$ cat src/rtl/frame_loader.sv
// frame_loader: hunts for a sync byte, buffers one payload frame,
// verifies its XOR checksum and burst-writes it into parameter memory.
module frame_loader #(
    parameter logic [7:0] SYNC_BYTE   = 8'hA5,
    parameter int         PAYLOAD_LEN = 6,
    parameter int         ADDR_W      = 3,
    parameter int         TIMEOUT_CYC = 1000,
    parameter int         TO_W        = 16
) (
    input  logic              i_Clk,
    input  logic              i_Rst_L,
    input  logic [7:0]        i_Rx_Byte,
    input  logic              i_Rx_DV,
    output logic [7:0]        o_Mem_Data,
    output logic [ADDR_W-1:0] o_Mem_Addr,
    output logic              o_Mem_Write,
    output logic              o_Frame_Done,
    output logic              o_Frame_Err,
    output logic [1:0]        o_Err_Code,
    output logic              o_Busy
);

    // idx needs one extra bit so it can reach PAYLOAD_LEN == 2**ADDR_W
    localparam int IW = ADDR_W + 1;
    localparam logic [IW-1:0] LEN_C = IW'(PAYLOAD_LEN);
    localparam logic [IW-1:0] LAST_C = IW'(PAYLOAD_LEN - 1);
    localparam logic [TO_W-1:0] TO_LAST = TO_W'(TIMEOUT_CYC - 1);

    localparam logic [1:0] ERR_CSUM = 2'b01;
    localparam logic [1:0] ERR_TOUT = 2'b10;
    localparam logic [1:0] ERR_OVRN = 2'b11;

    typedef enum logic [1:0] {
        IDLE,
        PAYLOAD,
        CHECK,
        COMMIT
    } state_t;

    state_t state;
    state_t state_nxt;

    logic [7:0] frame_buf [PAYLOAD_LEN];
    logic [IW-1:0] idx;
    logic [IW-1:0] idx_nxt;
    logic [7:0] csum;
    logic [7:0] csum_nxt;
    logic [TO_W-1:0] timer;
    logic [TO_W-1:0] timer_nxt;
    logic buf_we;

    logic [7:0] data_nxt;
    logic [ADDR_W-1:0] addr_nxt;
    logic write_nxt;
    logic done_nxt;
    logic err_nxt;
    logic [1:0] code_nxt;

    // Next-state, datapath and next-output decode
    always_comb begin
        state_nxt = state;
        idx_nxt   = idx;
        csum_nxt  = csum;
        timer_nxt = timer;
        buf_we    = 1'b0;
        data_nxt  = '0;
        addr_nxt  = '0;
        write_nxt = 1'b0;
        done_nxt  = 1'b0;
        err_nxt   = 1'b0;
        code_nxt  = o_Err_Code;

        unique case (state)
            IDLE: begin
                if (i_Rx_DV && i_Rx_Byte == SYNC_BYTE) begin
                    state_nxt = PAYLOAD;
                    idx_nxt   = '0;
                    csum_nxt  = '0;
                    timer_nxt = '0;
                end
            end
            PAYLOAD: begin
                if (i_Rx_DV) begin
                    buf_we    = 1'b1;
                    csum_nxt  = csum ^ i_Rx_Byte;
                    idx_nxt   = idx + 1'b1;
                    timer_nxt = '0;
                    if (idx == LAST_C) begin
                        state_nxt = CHECK;
                    end
                end else if (timer == TO_LAST) begin
                    err_nxt   = 1'b1;
                    code_nxt  = ERR_TOUT;
                    state_nxt = IDLE;
                end else begin
                    timer_nxt = timer + 1'b1;
                end
            end
            CHECK: begin
                if (i_Rx_DV) begin
                    timer_nxt = '0;
                    if (i_Rx_Byte == csum) begin
                        // first write of the burst leaves with this edge
                        state_nxt = COMMIT;
                        write_nxt = 1'b1;
                        addr_nxt  = '0;
                        data_nxt  = frame_buf[0];
                        idx_nxt   = {{(IW-1){1'b0}}, 1'b1};
                    end else begin
                        err_nxt   = 1'b1;
                        code_nxt  = ERR_CSUM;
                        state_nxt = IDLE;
                    end
                end else if (timer == TO_LAST) begin
                    err_nxt   = 1'b1;
                    code_nxt  = ERR_TOUT;
                    state_nxt = IDLE;
                end else begin
                    timer_nxt = timer + 1'b1;
                end
            end
            COMMIT: begin
                // a byte arriving mid-burst is dropped but reported
                if (i_Rx_DV) begin
                    err_nxt  = 1'b1;
                    code_nxt = ERR_OVRN;
                end
                if (idx == LEN_C) begin
                    done_nxt  = 1'b1;
                    state_nxt = IDLE;
                end else begin
                    write_nxt = 1'b1;
                    addr_nxt  = idx[ADDR_W-1:0];
                    data_nxt  = frame_buf[idx[ADDR_W-1:0]];
                    idx_nxt   = idx + 1'b1;
                end
            end
            default: begin
                state_nxt = IDLE;
            end
        endcase
    end

    // State, counters and registered outputs
    always_ff @(posedge i_Clk) begin
        if (!i_Rst_L) begin
            state        <= IDLE;
            idx          <= '0;
            csum         <= '0;
            timer        <= '0;
            o_Mem_Data   <= '0;
            o_Mem_Addr   <= '0;
            o_Mem_Write  <= 1'b0;
            o_Frame_Done <= 1'b0;
            o_Frame_Err  <= 1'b0;
            o_Err_Code   <= '0;
            o_Busy       <= 1'b0;
        end else begin
            state        <= state_nxt;
            idx          <= idx_nxt;
            csum         <= csum_nxt;
            timer        <= timer_nxt;
            o_Mem_Data   <= data_nxt;
            o_Mem_Addr   <= addr_nxt;
            o_Mem_Write  <= write_nxt;
            o_Frame_Done <= done_nxt;
            o_Frame_Err  <= err_nxt;
            o_Err_Code   <= code_nxt;
            o_Busy       <= (state_nxt != IDLE);
        end
    end

    // Payload buffer capture
    always_ff @(posedge i_Clk) begin
        if (!i_Rst_L) begin
            for (int i = 0; i < PAYLOAD_LEN; i++) begin
                frame_buf[i] <= '0;
            end
        end else if (buf_we) begin
            frame_buf[idx[ADDR_W-1:0]] <= i_Rx_Byte;
        end
    end

endmodule

$ cat config.mk
export PLATFORM = sky130hd
export DESIGN_NAME = frame_loader
export DESIGN_NICKNAME = d
export VERILOG_FILES = /design/src/rtl/frame_loader.sv
export SDC_FILE = /design/constraint.sdc
export NUM_CORES = 1
export LEC_CHECK = 0
export BUFFER_PORTS_ARGS = -buffer_cell sky130_fd_sc_hd__buf_4
export CORE_MARGIN = 5
export CORE_UTILIZATION = 60
export CTS_BUF_LIST = sky130_fd_sc_hd__clkbuf_8
export CTS_CLUSTER_SIZE = 14
export DETAILED_ROUTE_END_ITERATION = 12
export HOLD_SLACK_MARGIN = 0.15
export PLACE_DENSITY_LB_ADDON = 0.12
export SYNTH_ARGS = -nofsm -noshare
export SYNTH_HDL_FRONTEND = slang
export SYNTH_SLANG_ARGS = --single-unit
$ cat constraint.sdc
create_clock -name i_Clk -period 3.5 [get_ports i_Clk]
set_clock_uncertainty 0.05 [all_clocks]
set_input_delay 0.175 -clock i_Clk [delete_from_list [all_inputs] [get_ports i_Clk]]
set_output_delay 0.175 -clock i_Clk [all_outputs]
set_load 0.03 [all_outputs]
==> impl_metrics.env, run 1 <==
export IMPL_relSlewSlack_pct=44.4
export IMPL_yosys_top_cells_area="edfxtp_1 37%, dfxtp_1 19%, mux4_2 6.9%"
export IMPL_cts_setup_buffers=0
export IMPL_wl_mm=12.2
export IMPL_critical_path_arrival_ns=2.91
export IMPL_wl_per_cell_um=19.2
export IMPL_grt_use_total_pct=24.4
export IMPL_crit_chain="inv_1 > ha_1 > and2_1 > nand2_1 > nor2_1 > nand3_1 > nand2_1"
export IMPL_finalCriticalPeriod_ns=2.88
export IMPL_critPathTopFamily="simple AND/OR/NAND/NOR gates"
export IMPL_whs_path_depth=1
export IMPL_num_rows=34
export IMPL_cts_max_level=4
export IMPL_pin_count=28
export IMPL_cap_violations=0
export IMPL_required_ns=3.53
export IMPL_start_util_pct=60.9
export IMPL_crit_path_top_delay_cell="nand2_1"
export IMPL_endpoint_kind="flop"
export IMPL_antenna_found_initial=0
export IMPL_ant_nets=0
export IMPL_fillers=660
export IMPL_rsz0062_at_grt="false"
export IMPL_hold_violations=0
export IMPL_drtIter0Drc=332
export IMPL_multi_input_comb_area_um2=2160
export IMPL_die_area_um2=10700
export IMPL_cp_common_cell="nand2_1"
export IMPL_insertion_delay_ns=0.42
export IMPL_grt_pass1_wl_mm=19.2
export IMPL_dr_pass1_iters=5
export IMPL_setup_viol=0
export IMPL_cts_tree="built"
export IMPL_hp_class="flop to flop"
export IMPL_worst_r2r_setup_slack_ns=0.62
export IMPL_drive_above_1_share_pct=16.9
export IMPL_total_power_mw=2.55
export IMPL_tightest_slew_ns=0.831
export IMPL_path_class="flop to flop"
export IMPL_ys_seq_area_share_pct=55.8
export IMPL_holdBufCountCts=10
export IMPL_ff_latch_area_um2=2920
export IMPL_syn_area_um2=5240
export IMPL_critPathMaxStageDelay_ns=0.42
export IMPL_synth_top_area_share_pct=36.7
export IMPL_die_w_um=103
export IMPL_r2r_end="frame_buf[1][5]"
export IMPL_core_um2=8590
export IMPL_io_buffers=27
export IMPL_yosys_cell_count_top_type="nor2_1"
export IMPL_diodes=0
export IMPL_clk_pin_slew_ns=0.07
export IMPL_synth_seq_cells=114
export IMPL_grt_ovfl_total=0
export IMPL_hold_end="timer[7]"
export IMPL_grt_max_degree=20
export IMPL_netlist_cell_type_count=52
export IMPL_vias=3790
export IMPL_synth_ff_type="edfxtp_1"
export IMPL_yosysWarnings=0
export IMPL_status="complete, no violations"
export IMPL_cts_resized=0
export IMPL_synth_fp_nets=494
export IMPL_report_final_slew_viol_count=0
export IMPL_worstReg2RegStart="state[1]"
export IMPL_clock_sinks=114
export IMPL_synth_common_cells="79 x nor2_1, 64 x edfxtp_1, 50 x dfxtp_1, 35 x nand2_1, 33 x a21oi_1"
export IMPL_gp_congestion=0.865
export IMPL_vias_per_cell=5.96
export IMPL_path_buf_inv=1
export IMPL_period_share_pct=82.2
export IMPL_timing_fmax_mhz=347
export IMPL_cp_max_fo=11
export IMPL_synthCells=474
export IMPL_p_leak_nw=2.15
export IMPL_yosys_area_top_type="edfxtp_1"
export IMPL_drc=0
export IMPL_cts_buffers=17
export IMPL_area_growth_pct=13.9
export IMPL_syn_area_per_cell_um2=11.0
export IMPL_peakVddDrop_mv=0.267
export IMPL_ff2ff_path_depth=7
export IMPL_nNetsFinal=535
export IMPL_min_delay_start="timer[7]"
export IMPL_ys_async_sr_fraction_pct=0
export IMPL_synth_edf_count=64
export IMPL_clockBufferDepth=2
export IMPL_crit_path_start_kind="flop"
export IMPL_fin_tns_setup_ns=0
export IMPL_hpwl_mm=8.41
export IMPL_root_buffer="clkbuf_8"
export IMPL_grt_pass1_vias=3730
export IMPL_dieHeight_um=103
export IMPL_powerDensity_nw_per_um2=427
[worst register-to-register path: cells and delay by family, from the launching register on]
family	cells	cell delay (ns)
and+or+nand+nor	5	1.53
adders and majority gates	1	0.39
DFF	1	0.37
buffers and inverters	1	0.19
[flip-flops by register name, indices dropped and copies added, names as in the netlist, 2 cells and up, named ones only]
signal and count:
csum 8, frame_buf 64, idx 4, o_Err_Code 2, o_Mem_Addr 3, o_Mem_Data 8, state 2, timer 16
[worst max-delay path by stage]
stage	startpoint	endpoint	slack [ns]	cells after the start
2_1_floorplan	state[1]	frame_buf[1][0]	1.05	9
3_3_place_gp	state[1]	frame_buf[1][0]	0.88	7
3_5_place_dp	state[1]	frame_buf[1][0]	0.75	7
4_1_cts	state[1]	frame_buf[1][5]	0.70	7
5_1_grt	state[1]	frame_buf[1][5]	0.44	7
6_report	state[1]	frame_buf[1][5]	0.62	7
[layout by cell type, fill, tap and decap left out, types with 10 or more instances in the layout]
cell	n
nor2_1	79
clkbuf_8	17
mux2i_1	10
and2_1	10
inv_1	21
o21ai_0	14
dfxtp_1	50
nand2_1	35
mux4_2	16
dlygate4sd3_1	10
xor2_1	18
buf_4	31
a21oi_1	33
nand3_1	15
edfxtp_1	64
[report_power, final]
| group | internal [mW] | total, mW | switching, mW | leakage (nW) |
|---|---|---|---|---|
| Clock | 0.480 | 1.03 | 0.553 | 0.170 |
| Combinational | 0.0317 | 0.0782 | 0.0465 | 0.958 |
| Sequential | 1.43 | 1.44 | 0.00894 | 1.02 |
| Total | 1.94 | 2.55 | 0.608 | 2.15 |
[metrics by stage]
stage | std cells | utilization, % | instance area [um2] | worst slack (ns) | hold slack, ns
detailed placement | 594 | 64.4 | 5530 | 0.750 | 0.433
CTS | 636 | 69.4 | 5960 | 0.695 | 0.441
global placement | 594 | 64.4 | 5530 | 0.880 | 0.428
floorplan | 474 | - | 5240 | 1.05 | 0.323
global route | 636 | 69.4 | 5960 | 0.445 | 0.472
finish | 636 | 69.4 | 5960 | 0.622 | 0.435
[kinds of logic after synthesis]
logic type / Yosys count / share of synthesized area (%)
flops: 114 / 55.8
simple gates: 191 / 17.8
mux: 26 / 8.79
compound gates: 75 / 9.20
fa+ha+maj: 9 / 2.15
buf+inv: 39 / 2.84
xor+xnor: 20 / 3.35
[routing by layer]
| layer | up-vias | part of all wire [%] | global-route usage (%) |
|---|---|---|---|
| met1 | 1807 | 40 | 31.3 |
| li1 | 1788 | - | - |
| met2 | 164 | 50 | 40.3 |
| met4 | 0 | 2.6 | 9.56 |
| met5 | - | 0 | 0 |
| met3 | 31 | 7.2 | 5.37 |
[area by class of cell]
| class | count | share of cell area [%] |
|---|---|---|
| Clock buffer | 17 | 3.92 |
| Clock inverter | 15 | 1.64 |
| Inverter | 20 | 1.26 |
| Multi-Input combinational cell | 321 | 36.3 |
| Sequential cell | 114 | 49.0 |
| Tap cell | 108 | 2.27 |
| Timing Repair Buffer | 41 | 5.58 |
Power figures use the tool's default switching activity.
==> run 2, diff against run 1 <==
--- a/config.mk
+++ b/config.mk
@@ -7,7 +7,7 @@
 export LEC_CHECK = 0
 export BUFFER_PORTS_ARGS = -buffer_cell sky130_fd_sc_hd__buf_4
 export CORE_MARGIN = 5
-export CORE_UTILIZATION = 60
+export CORE_UTILIZATION = 57
 export CTS_BUF_LIST = sky130_fd_sc_hd__clkbuf_8
 export CTS_CLUSTER_SIZE = 14
 export DETAILED_ROUTE_END_ITERATION = 12
==> constraint.sdc (replaced) <==
create_clock -name i_Clk -period 2.3 [get_ports i_Clk]
set_clock_uncertainty 0.05 [all_clocks]
set_input_delay 0.115 -clock i_Clk [delete_from_list [all_inputs] [get_ports i_Clk]]
set_output_delay 0.115 -clock i_Clk [all_outputs]
set_load 0.03 [all_outputs]
==> impl_metrics.env, run 2 (synthesis results as in run 1) <==
export IMPL_path_class="flop to flop"
export IMPL_insertion_delay_ns=0.42
export IMPL_peakVddDrop_mv=0.347
export IMPL_setup_viol=0
export IMPL_clockBufferDepth=2
export IMPL_dr_pass1_iters=7
export IMPL_hp_class="flop to flop"
export IMPL_drtIter0Drc=194
export IMPL_ant_nets=0
export IMPL_grt_max_degree=20
export IMPL_crit_path_top_delay_cell="or4_1"
export IMPL_instances_no_fill=658
export IMPL_tightest_slew_ns=0.519
export IMPL_nNetsFinal=554
export IMPL_dieHeight_um=106
export IMPL_post_place_cells=616
export IMPL_fin_tns_setup_ns=0
export IMPL_pin_count=28
export IMPL_report_final_slew_viol_count=0
export IMPL_status="complete, no violations"
export IMPL_core_um2=9110
export IMPL_vias=3803
export IMPL_clock_sinks=114
export IMPL_crit_chain="inv_1 > ha_1 > nor2b_1 > a211o_1 > or4_1 > xor2_1 > nor2_1"
export IMPL_cts_max_level=4
export IMPL_gp_congestion=0.860
export IMPL_crit_path_start_kind="flop"
export IMPL_cp_max_fo=6
export IMPL_vias_per_cell=5.78
export IMPL_cts_tree="built"
export IMPL_hpwl_mm=8.10
export IMPL_num_rows=35
export IMPL_regMostFlops="frame_buf"
export IMPL_period_share_pct=93.9
export IMPL_endpoint_kind="flop"
export IMPL_grt_pass1_wl_mm=19.8
export IMPL_drc=0
export IMPL_utilization_pct=68.4
export IMPL_biggestRegsByFlops="frame_buf (64), timer (16)"
export IMPL_total_power_mw=4.36
export IMPL_relSlewSlack_pct=65.2
export IMPL_start_util_pct=57.5
export IMPL_timing_fmax_mhz=463
export IMPL_powerDensity_nw_per_um2=701
export IMPL_diodes=0
export IMPL_die_w_um=106
export IMPL_critPathMaxStageDelay_ns=0.49
export IMPL_layout_commonest_cell="nor2_1"
export IMPL_root_buffer="clkbuf_8"
export IMPL_hold_violations=0
export IMPL_required_ns=2.56
export IMPL_finalCriticalPeriod_ns=2.16
export IMPL_die_area_um2=11200
export IMPL_p_leak_nw=2.28
export IMPL_critical_path_arrival_ns=2.42
export IMPL_clk_pin_slew_ns=0.07
export IMPL_io_buffers=27
export IMPL_grt_ovfl_total=0
export IMPL_grt_use_total_pct=23.0
export IMPL_area_growth_pct=18.9
export IMPL_final_cell_mix="79 x nor2_1, 64 x edfxtp_1, 50 x dfxtp_1, 50 x buf_4"
export IMPL_wl_mm=12.1
export IMPL_cts_buffers=17
export IMPL_grt_pass1_vias=3912
export IMPL_cap_violations=0
export IMPL_largest_register_ffs=64
export IMPL_wl_per_cell_um=18.3
export IMPL_drive_above_1_share_pct=20.8
export IMPL_antenna_found_initial=0
export IMPL_rsz0062_at_grt="false"
export IMPL_cts_setup_buffers=0
[run 2: cell types whose count changed in the layout (fill, tap and decap cells not counted)]
cell / before / now
inv_2: 1 / 2
ha_2: 0 / 1
ha_1: 9 / 8
nand2_1: 35 / 33
clkinv_2: 5 / 1
bufinv_16: 0 / 4
inv_6: 1 / 2
clkinv_4: 3 / 4
nand2_2: 0 / 2
buf_4: 31 / 50
inv_1: 21 / 18
[run 2: cell type report]
type,count,area (um2)
sequential,114,2920
fill,678,2880
multi-input combinational,321,2170
timing repair buffer,60,475
clock buffer,17,234
clock inverter,15,208
tap,111,139
inverter,20,75.1
[run 2: final timing paths]
path | endpoint | depth (start not counted) | start | slack, ns
max | timer[10] | 7 | state[0] | 0.14
min | timer[7] | 1 | timer[7] | 0.44
max reg2reg | timer[10] | 7 | state[0] | 0.14
min reg2reg | timer[7] | 1 | timer[7] | 0.44
[run 2: metrics by stage]
stage	setup slack (ns)	hold slack (ns)	instance area, um2
4_1_cts	0.105	0.435	6220
3_5_place_dp	0.115	0.405	5680
3_3_place_gp	0.186	0.412	5680
6_report	0.141	0.439	6230
2_1_floorplan	0.0186	0.263	5240
5_1_grt	0.00379	0.474	6230
[run 2: layer usage]
layer / up-vias / global-route usage, % / share of wire (%)
met4: 0 / 7.59 / 2.0
li1: 1827 / - / -
met3: 21 / 5.21 / 5.3
met2: 128 / 40.1 / 51
met1: 1827 / 28.1 / 41
met5: - / 0 / 0
[run 2: timing repair]
action                                 CTS  global route
resized for setup                        0             2
endpoints found under the hold margin   47             0
setup endpoints to repair                0             3
hold buffers                            10             0
[run 2: critical path: cells and delay by family, from the launching register on]
kind	cells	cell delay [ns]
and+or+nand+nor	3	0.69
DFF	1	0.39
xor gates and xnor gates	1	0.14
adders and majority gates	1	0.32
AOI/OAI and AO/OA	1	0.33
buffers and inverters	1	0.12
[run 2: power by group]
part,internal (mW),total [mW],switching (mW)
Clock,1.19,2.06,0.870
Sequential,2.17,2.18,0.0102
Combinational,0.0490,0.123,0.0742
Total,3.41,4.36,0.954
